## src/rtl/judge_pkg.sv

```systemverilog
// Shared types and constants for the reaction-round judge: FSM encoding,
// LFSR geometry and the delay counter width.
package judge_pkg;

  typedef enum logic [2:0] {
    ST_IDLE   = 3'd0,
    ST_DELAY  = 3'd1,
    ST_LIT    = 3'd2,
    ST_RESULT = 3'd3,
    ST_HOLD   = 3'd4
  } state_t;

  localparam int LFSR_W = 8;
  // Taps 8,6,5,4 expressed as bit positions 7,5,4,3 of the shift register
  localparam logic [LFSR_W-1:0] LFSR_TAPS = 8'b1011_1000;
  localparam int CNT_W = 24;

  function automatic logic lfsr_feedback(input logic [LFSR_W-1:0] q);
    return ^(q & LFSR_TAPS);
  endfunction

endpackage

```

## src/rtl/judge_lfsr.sv

```systemverilog
// Free-running 8-bit Fibonacci LFSR; a nonzero seed keeps it on the
// maximal-length cycle so it never reaches zero.
module judge_lfsr
  import judge_pkg::*;
#(
  parameter logic [LFSR_W-1:0] SEED = 8'hA5
) (
  input  logic              clk,
  input  logic              rst,
  output logic [LFSR_W-1:0] value
);

  // Advance one step every cycle, independent of the round state
  always_ff @(posedge clk or posedge rst) begin
    if (rst) begin
      value <= SEED;
    end else begin
      value <= {value[LFSR_W-2:0], lfsr_feedback(value)};
    end
  end

endmodule

```

## src/rtl/round_judge.sv

```systemverilog
// Reaction-game round judge: random delay, lights, first-push decision.
// Optional LIT timeout enabled by defining ROUND_JUDGE_TIMEOUT_EN.
module round_judge
  import judge_pkg::*;
#(
  parameter int               DELAY_MIN   = 1000,
  parameter int               DELAY_SHIFT = 4,
  parameter logic [LFSR_W-1:0] LFSR_SEED  = 8'hA5,
  parameter int               TIMEOUT     = 50000
) (
  input  logic clk,
  input  logic rst,
  input  logic pb_l,
  input  logic pb_r,
  input  logic game_over,
  output logic leds_on,
  output logic winrnd,
  output logic right,
  output logic tie
);

  state_t            state, state_next;
  logic [CNT_W-1:0]  cnt, cnt_next, load_val;
  logic [LFSR_W-1:0] lfsr;
  logic              pb_l_d, pb_r_d, push_l, push_r;
  logic              leds_next, winrnd_next, right_next, tie_next;

  // The delay counter doubles as the LIT timeout counter; that value is only
  // consulted when the timeout is built in.
  localparam logic [CNT_W-1:0] TIMEOUT_LOAD = CNT_W'(TIMEOUT - 1);

  judge_lfsr #(.SEED(LFSR_SEED)) u_lfsr (
    .clk   (clk),
    .rst   (rst),
    .value (lfsr)
  );

  assign push_l   = pb_l & ~pb_l_d;
  assign push_r   = pb_r & ~pb_r_d;
  assign load_val = CNT_W'(DELAY_MIN) + (CNT_W'(lfsr) << DELAY_SHIFT);

  // Next-state and next-output decode; outputs are registered from these
  always_comb begin
    state_next  = state;
    cnt_next    = cnt;
    leds_next   = 1'b0;
    winrnd_next = 1'b0;
    right_next  = right;
    tie_next    = 1'b0;
    case (state)
      ST_IDLE: begin
        if (!game_over && !pb_l && !pb_r) begin
          state_next = ST_DELAY;
          cnt_next   = load_val;
        end else begin
          state_next = ST_IDLE;
        end
      end
      ST_DELAY: begin
        if (game_over) begin
          state_next = ST_HOLD;
        end else if (push_l && push_r) begin
          state_next = ST_HOLD;
          tie_next   = 1'b1;
        end else if (push_l || push_r) begin
          state_next  = ST_RESULT;
          winrnd_next = 1'b1;
          right_next  = push_r;
        end else if (cnt <= 24'd1) begin
          state_next = ST_LIT;
          leds_next  = 1'b1;
          cnt_next   = TIMEOUT_LOAD;
        end else begin
          cnt_next = cnt - 24'd1;
        end
      end
      ST_LIT: begin
        if (game_over) begin
          state_next = ST_HOLD;
        end else if (push_l && push_r) begin
          state_next = ST_HOLD;
          tie_next   = 1'b1;
        end else if (push_l || push_r) begin
          state_next  = ST_RESULT;
          winrnd_next = 1'b1;
          right_next  = push_r;
          leds_next   = 1'b1;
`ifdef ROUND_JUDGE_TIMEOUT_EN
        end else if (cnt == 24'd0) begin
          state_next = ST_HOLD;
          tie_next   = 1'b1;
        end else begin
          leds_next = 1'b1;
          cnt_next  = cnt - 24'd1;
        end
`else
        end else begin
          leds_next = 1'b1;
        end
`endif
      end
      ST_RESULT: begin
        state_next = ST_HOLD;
      end
      ST_HOLD: begin
        if (!pb_l && !pb_r) begin
          state_next = ST_IDLE;
        end else begin
          state_next = ST_HOLD;
        end
      end
      default: begin
        state_next = ST_IDLE;
      end
    endcase
  end

  // State, counter, edge-detect history and registered outputs
  always_ff @(posedge clk or posedge rst) begin
    if (rst) begin
      state   <= ST_IDLE;
      cnt     <= {CNT_W{1'b0}};
      pb_l_d  <= 1'b1;
      pb_r_d  <= 1'b1;
      leds_on <= 1'b0;
      winrnd  <= 1'b0;
      right   <= 1'b0;
      tie     <= 1'b0;
    end else begin
      state   <= state_next;
      cnt     <= cnt_next;
      pb_l_d  <= pb_l;
      pb_r_d  <= pb_r;
      leds_on <= leds_next;
      winrnd  <= winrnd_next;
      right   <= right_next;
      tie     <= tie_next;
    end
  end

endmodule

```

## config.mk

```make
export PLATFORM = sky130hd
export DESIGN_NAME = round_judge
export DESIGN_NICKNAME = d
export VERILOG_FILES = /design/src/rtl/judge_pkg.sv /design/src/rtl/judge_lfsr.sv /design/src/rtl/round_judge.sv
export SDC_FILE = /design/constraint.sdc
export NUM_CORES = 1
export LEC_CHECK = 0
export ABC_AREA = 1
export ABC_CLOCK_PERIOD_IN_PS = 4000
export BUFFER_PORTS_ARGS = -buffer_cell sky130_fd_sc_hd__buf_2
export CELL_PAD_IN_SITES_DETAIL_PLACEMENT = 0
export CELL_PAD_IN_SITES_GLOBAL_PLACEMENT = 1
export CORE_MARGIN = 2
export CORE_UTILIZATION = 49
export CTS_CLUSTER_DIAMETER = 50
export DETAILED_ROUTE_END_ITERATION = 16
export PLACE_DENSITY = 0.85
export SETUP_SLACK_MARGIN = 0.4
export SLEW_MARGIN = 20
export SYNTH_ARGS = -nofsm -noshare
export SYNTH_HDL_FRONTEND = slang
export SYNTH_SLANG_ARGS = --single-unit
```

## constraint.sdc

```tcl
create_clock -name clk -period 4 [get_ports clk]
set_input_delay 0.2 -clock clk [delete_from_list [all_inputs] [get_ports clk]]
set_output_delay 0.2 -clock clk [all_outputs]
set_load 0.005 [all_outputs]
```

# After elaboration in Yosys (flattened, before gate mapping)
# Cells that the tools add are included.
dict set report op_classes {
  reduce_logical 15
  n_mux 30
  n_lt_le_gt_ge 1
  eq_ne 10
  bitwise_logic 6
  add_sub_neg 2
}
# op count
set ops {}
lappend ops {{$mux W24} 5}
lappend ops {{$pmux W24 S2} 1}
lappend ops {{$le A24 B1 Y1 const B} 1}
lappend ops {{$mux W3} 8}
lappend ops {{$sub A24 B1 Y24 const B} 1}
lappend ops {{$pmux W3 S5} 1}
lappend ops {{$mux W1} 14}
lappend ops {{$add A10 B12 Y13 const A} 1}
lappend ops {{$ne A2 B2 Y1 const B} 4}
lappend ops {{$reduce_xor A8 Y1} 1}
lappend ops {{$eq A3 B2 Y1 const B} 2}
lappend ops {{$ne A5 B5 Y1 const B} 1}
lappend ops {{$reduce_and A5 Y1} 1}
lappend ops {{$logic_and A1 B1 Y1} 4}
lappend ops {{$ne A4 B4 Y1 const B} 1}
lappend ops {{$not A1 Y1} 4}
lappend ops {{$reduce_and A4 Y1} 1}
lappend ops {{$eq A3 B1 Y1 const B} 1}
lappend ops {{$eq A3 B3 Y1 const B} 1}
lappend ops {{$logic_not A1 Y1} 3}
lappend ops {{$logic_not A3 Y1} 1}
lappend ops {{$and A1 B1 Y1} 2}
lappend ops {{$pmux W1 S2} 1}
lappend ops {{$reduce_and A2 Y1} 1}
lappend ops {{3 further kinds} 3}
dict set report totals {
  output_inout_bits 4
  regBits 41
}

# Longest topological paths before layout
dict set report logic_depth {
  word_depth 7
  ltp_mapped 13
}

# By module
# From an unflattened synthesis, not the netlist that was laid out.
dict set report hier_totals {
  cells_unflattened 343
  area_unflattened_um2 2587.5
}
# mod cells_each seq_area_each_um2 instances area_per_inst_um2
set modules_own_cells {}
lappend modules_own_cells {round_judge 319 828.3 1 2314.7}
lappend modules_own_cells {judge_lfsr 24 205.2 1 272.8}

# Worst setup path before layout
# No wires, ideal clock.
dict set report synth_timing {
  kind {reg2reg}
  from {register pb_r_d}
  to {register cnt[3]}
  t_required_ns 3.874
  path_slack_ns 2.240
  n_path_buf 2
  stages_incl_launch_ff 13
  t_arrival_ns 1.634
  cell_sequence {dfstp_2 inv_1 nand2_1 inv_1 ha_1 nor2_4 inv_2 nand2_1 nand2_2 buf_6 buf_8 o21ai_1 nand3_1}
}
dict set report synth_via {
  elab_chain_len 5
}
# element line_no
set synth_lines {}
lappend synth_lines {{start: declaration} round_judge.sv:25} ;# logic pb_l_d, pb_r_d, push_l, push_r;
lappend synth_lines {{start signal: assignment} round_judge.sv:133} ;# pb_r_d <= pb_r;
lappend synth_lines {{$not A1 Y1 (*)} round_judge.sv:39} ;# assign push_r = pb_r & ~pb_r_d;
lappend synth_lines {{$and A1 B1 Y1 (*)} round_judge.sv:39}
lappend synth_lines {{named net push_r} round_judge.sv:25}
lappend synth_lines {{$logic_or A1 B1 Y1 / $logic_and A1 B1 Y1 (equally long branches)} {round_judge.sv:65, round_judge.sv:62}}
lappend synth_lines {{$ne A2 B2 Y1 (no source line)} n/a}
lappend synth_lines {{$reduce_and A5 Y1 (no source line) (*)} n/a}
lappend synth_lines {{end signal: assignment} round_judge.sv:122} ;# cnt <= {CNT_W{1'b0}};
lappend synth_lines {{end signal: assignment} round_judge.sv:131} ;# cnt <= cnt_next;
lappend synth_lines {{end: declaration} round_judge.sv:23} ;# logic [CNT_W-1:0] cnt, cnt_next, load_val;
# The timed path passes the listed nets; every way through them passes the cells marked *.
# A chain may end at the register's enable or synchronous reset.

# Worst setup path in the final report
dict set report layout_timing {
  from {register pb_r_d}
  to {register cnt[11]}
}
# The elaborated chain is that of the path after synthesis.

==> flow_metrics.env <==
export IMPL_synth_edf_count=0
export IMPL_finalClockSkew_ps=12.84
export IMPL_drive_gt1_share_pct=16.34
export IMPL_wirelength_mm=5.577
export IMPL_synth_top_area_share_pct=34.03
export IMPL_tns_ps=0
export IMPL_wl_met2_mm=2.644
export IMPL_regToRegSetupSlack_ps=1720
export IMPL_antenna_left=0
export IMPL_setup_ws_ps=1719
export IMPL_via_per_inst=5.056
export IMPL_cts_hold_buf=0
export IMPL_cts_made_buffers=5
export IMPL_root_buffer="clkbuf_8"
export IMPL_dr_pass1_iters=4
export IMPL_clk_latency_ps=300
export IMPL_highest_layer="met4"
export IMPL_p_per_area_nw_per_um2=550.8
export IMPL_nNetsFinal=371
export IMPL_arrival_ps=2480
export IMPL_grt_max_degree=42
export IMPL_grt_pass1_vias=2221
export IMPL_status="finished, final reports clean"
export IMPL_cp_start_kind="flop"
export IMPL_synth_nets=359
export IMPL_yosysMostFrequentCell="nand2_1"
export IMPL_drtIter0Drc=126
export IMPL_timing_critical_path_buf_inv=4
export IMPL_setup_viol_count_final=0
export IMPL_cp_max_fo=20
export IMPL_dieArea_sq_um=5848
export IMPL_seq_area_frac_synth_pct=40.16
export IMPL_r2r_end="cnt[11]$_DFFE_PP0P_"
export IMPL_async_reset_ff_share_pct=100.0
export IMPL_rsz0062_at_grt="false"
export IMPL_avgRoutedWirePerCell_um=12.94
export IMPL_finalCriticalPeriod_ps=2281
export IMPL_slew_viol_final=0
export IMPL_leakagePower_nw=1.355
export IMPL_antenna_found_initial=0
export IMPL_netlist_area_sq_um=2574
export IMPL_clock_sinks=41
export IMPL_endpoint_kind="flop"
export IMPL_worst_pin_slew_ps=526.7
export IMPL_max_stage_delay_ps=520
export IMPL_utilization_pct=55.25
export IMPL_required_ps=4200
export IMPL_synth_common_cells="nand2_1, nor2_1, inv_1"
export IMPL_die_width_um=76.48
export IMPL_area_growth_pct=8.945
export IMPL_met1Wirelength_mm=2.704
export IMPL_grt_util_all_layers_pct=21.55
export IMPL_io_pins=9
export IMPL_cp_cell_sequence="inv_1 > nand2_1 > inv_1 > ha_1 > nor2_4 > inv_2 > nand2_1 > nand2_2 > inv_2 > nand3_1 > nor2_1 > nor2_1"
export IMPL_timing_rr_start="pb_r_d$_DFF_PP1_"
export IMPL_dp_hpwl_mm=4.220
export IMPL_fillCellCount=520
export IMPL_design_core_area_sq_um=5075
export IMPL_initial_core_util_pct=50.71
export IMPL_crit_type="flop to flop"
export IMPL_met3_wirelength_um=138
export IMPL_grt_first_pass_wirelength_mm=10.02
export IMPL_final_hold_viol_count=0
export IMPL_clockBufferDepth=2
export IMPL_ys_warnings_count=0
export IMPL_crit_family="simple AND/OR/NAND/NOR gates"
export IMPL_via_count=2179
export IMPL_r2r_cells=12
export IMPL_place_ws_ps=1719
export IMPL_maxSlewHeadroom_pct=64.89
export IMPL_synth_cells=348
export IMPL_vdd_drop_max_v=0.0002430
export IMPL_rows=26
export IMPL_num_antenna_cells=0
export IMPL_cap_violations=0
export IMPL_post_route_period_util_pct=57.02
export IMPL_cts_clk_slew_worst_paths_ps=90
export IMPL_io_buffers=8
export IMPL_synth_top_area_cell="dfrtp_1"
export IMPL_drcViolationCount=0
export IMPL_cts_max_level=2
export IMPL_ctsResizeCount=0
export IMPL_overflow=0
export IMPL_synth_cell_types=33
export IMPL_crit_slowest_cell="dfstp_2"
export IMPL_avgSynthCellArea_sq_um=7.396
export IMPL_synthTopCellsByArea="dfrtp_1, nand2_1, nor2_1"
export IMPL_synthFlopType="dfrtp_1"
export IMPL_cts_tree="done"
export IMPL_fmax_mhz=438.5
export IMPL_globalplace_congestion=0.8106
export IMPL_fp_dieH_um=76.48
export IMPL_hp_class="input port to asynchronous set/reset pin"
export IMPL_synth_seq_cells=41
export IMPL_postCtsSetupBuffers=0
routing by layer:
metal  vias to the layer above  global-route usage [%]
met5                         -                       0
met4                         0                   7.273
met3                         8                   4.147
met2                        30                   35.31
met1                      1018                   28.71
li1                       1123                       -
layout by cell type, fill, tap and decap left out, types with 7 or more instances in the layout:
cell type	n
a21oi_2	7
buf_2	8
dfrtp_1	35
inv_1	40
inv_2	7
nand2_1	88
nand3_1	27
nand3_2	7
nor2_1	61
o21ai_0	10
xor2_1	8
how the worst max path moves through the flow:
| stage | from | endpoint | slack, ps | cells past startpoint |
|---|---|---|---|---|
| 2_1_floorplan | pb_r_d$_DFF_PP1_ | cnt[3]$_DFFE_PP0P_ | 2240 | 12 |
| 3_3_place_gp | pb_r_d$_DFF_PP1_ | cnt[12]$_DFFE_PP0P_ | 1770 | 12 |
| 3_5_place_dp | pb_r_d$_DFF_PP1_ | cnt[12]$_DFFE_PP0P_ | 1720 | 12 |
| 4_1_cts | pb_r_d$_DFF_PP1_ | cnt[12]$_DFFE_PP0P_ | 1700 | 12 |
| 5_1_grt | pb_r_d$_DFF_PP1_ | cnt[12]$_DFFE_PP0P_ | 1470 | 12 |
| 6_report | pb_r_d$_DFF_PP1_ | cnt[11]$_DFFE_PP0P_ | 1720 | 12 |
where the power goes:
group	switching (mW)	leakage (nW)	internal (mW)	total, mW
Clock	0.153	0.0681	0.248	0.401
Sequential	0.0955	0.521	0.497	0.593
Combinational	0.370	0.766	0.181	0.551
Total	0.618	1.35	0.926	1.54
tightest hold or removal path: cells and delay by family:
family | cells | cell delay, ps
buffers and inverters | 3 | 570
state kept, by name, indices dropped and copies added (netlist names):
signal        count
cnt              24
u_lfsr.value      8
state             3
leds_on           1
pb_l_d            1
pb_r_d            1
right             1
tie               1
winrnd            1
cell type report:
class	count	area, sq um	area share [%]
Inverter	49	188.9	6.738
Sequential cell	41	1033	36.86
Multi-Input combinational cell	254	1313	46.81
Clock buffer	5	68.82	2.454
Timing Repair Buffer	9	47.55	1.696
Clock inverter	3	65.06	2.320
Tap cell	70	87.58	3.124
metrics by stage:
step                      hold slack (ps)  cell area [sq um]  power, mW  std cells
after floorplan                     204.5               2574      1.036        348
after global placement              323.6               2670      1.143        423
after detailed placement            326.1               2670      1.148        423
after CTS                           5.629               2804      1.553        431
after global routing                5.609               2804      1.673        431
final                               9.380               2804      1.544        431
cell families after synthesis:
group,count (synthesis),synth area share (%)
compound gates,37,9.285
flops,41,40.16
fa+ha+maj,6,2.917
simple gates,199,34.71
xor+xnor,12,4.084
buf+inv,53,8.848
(Power assumes the default switching activity.)
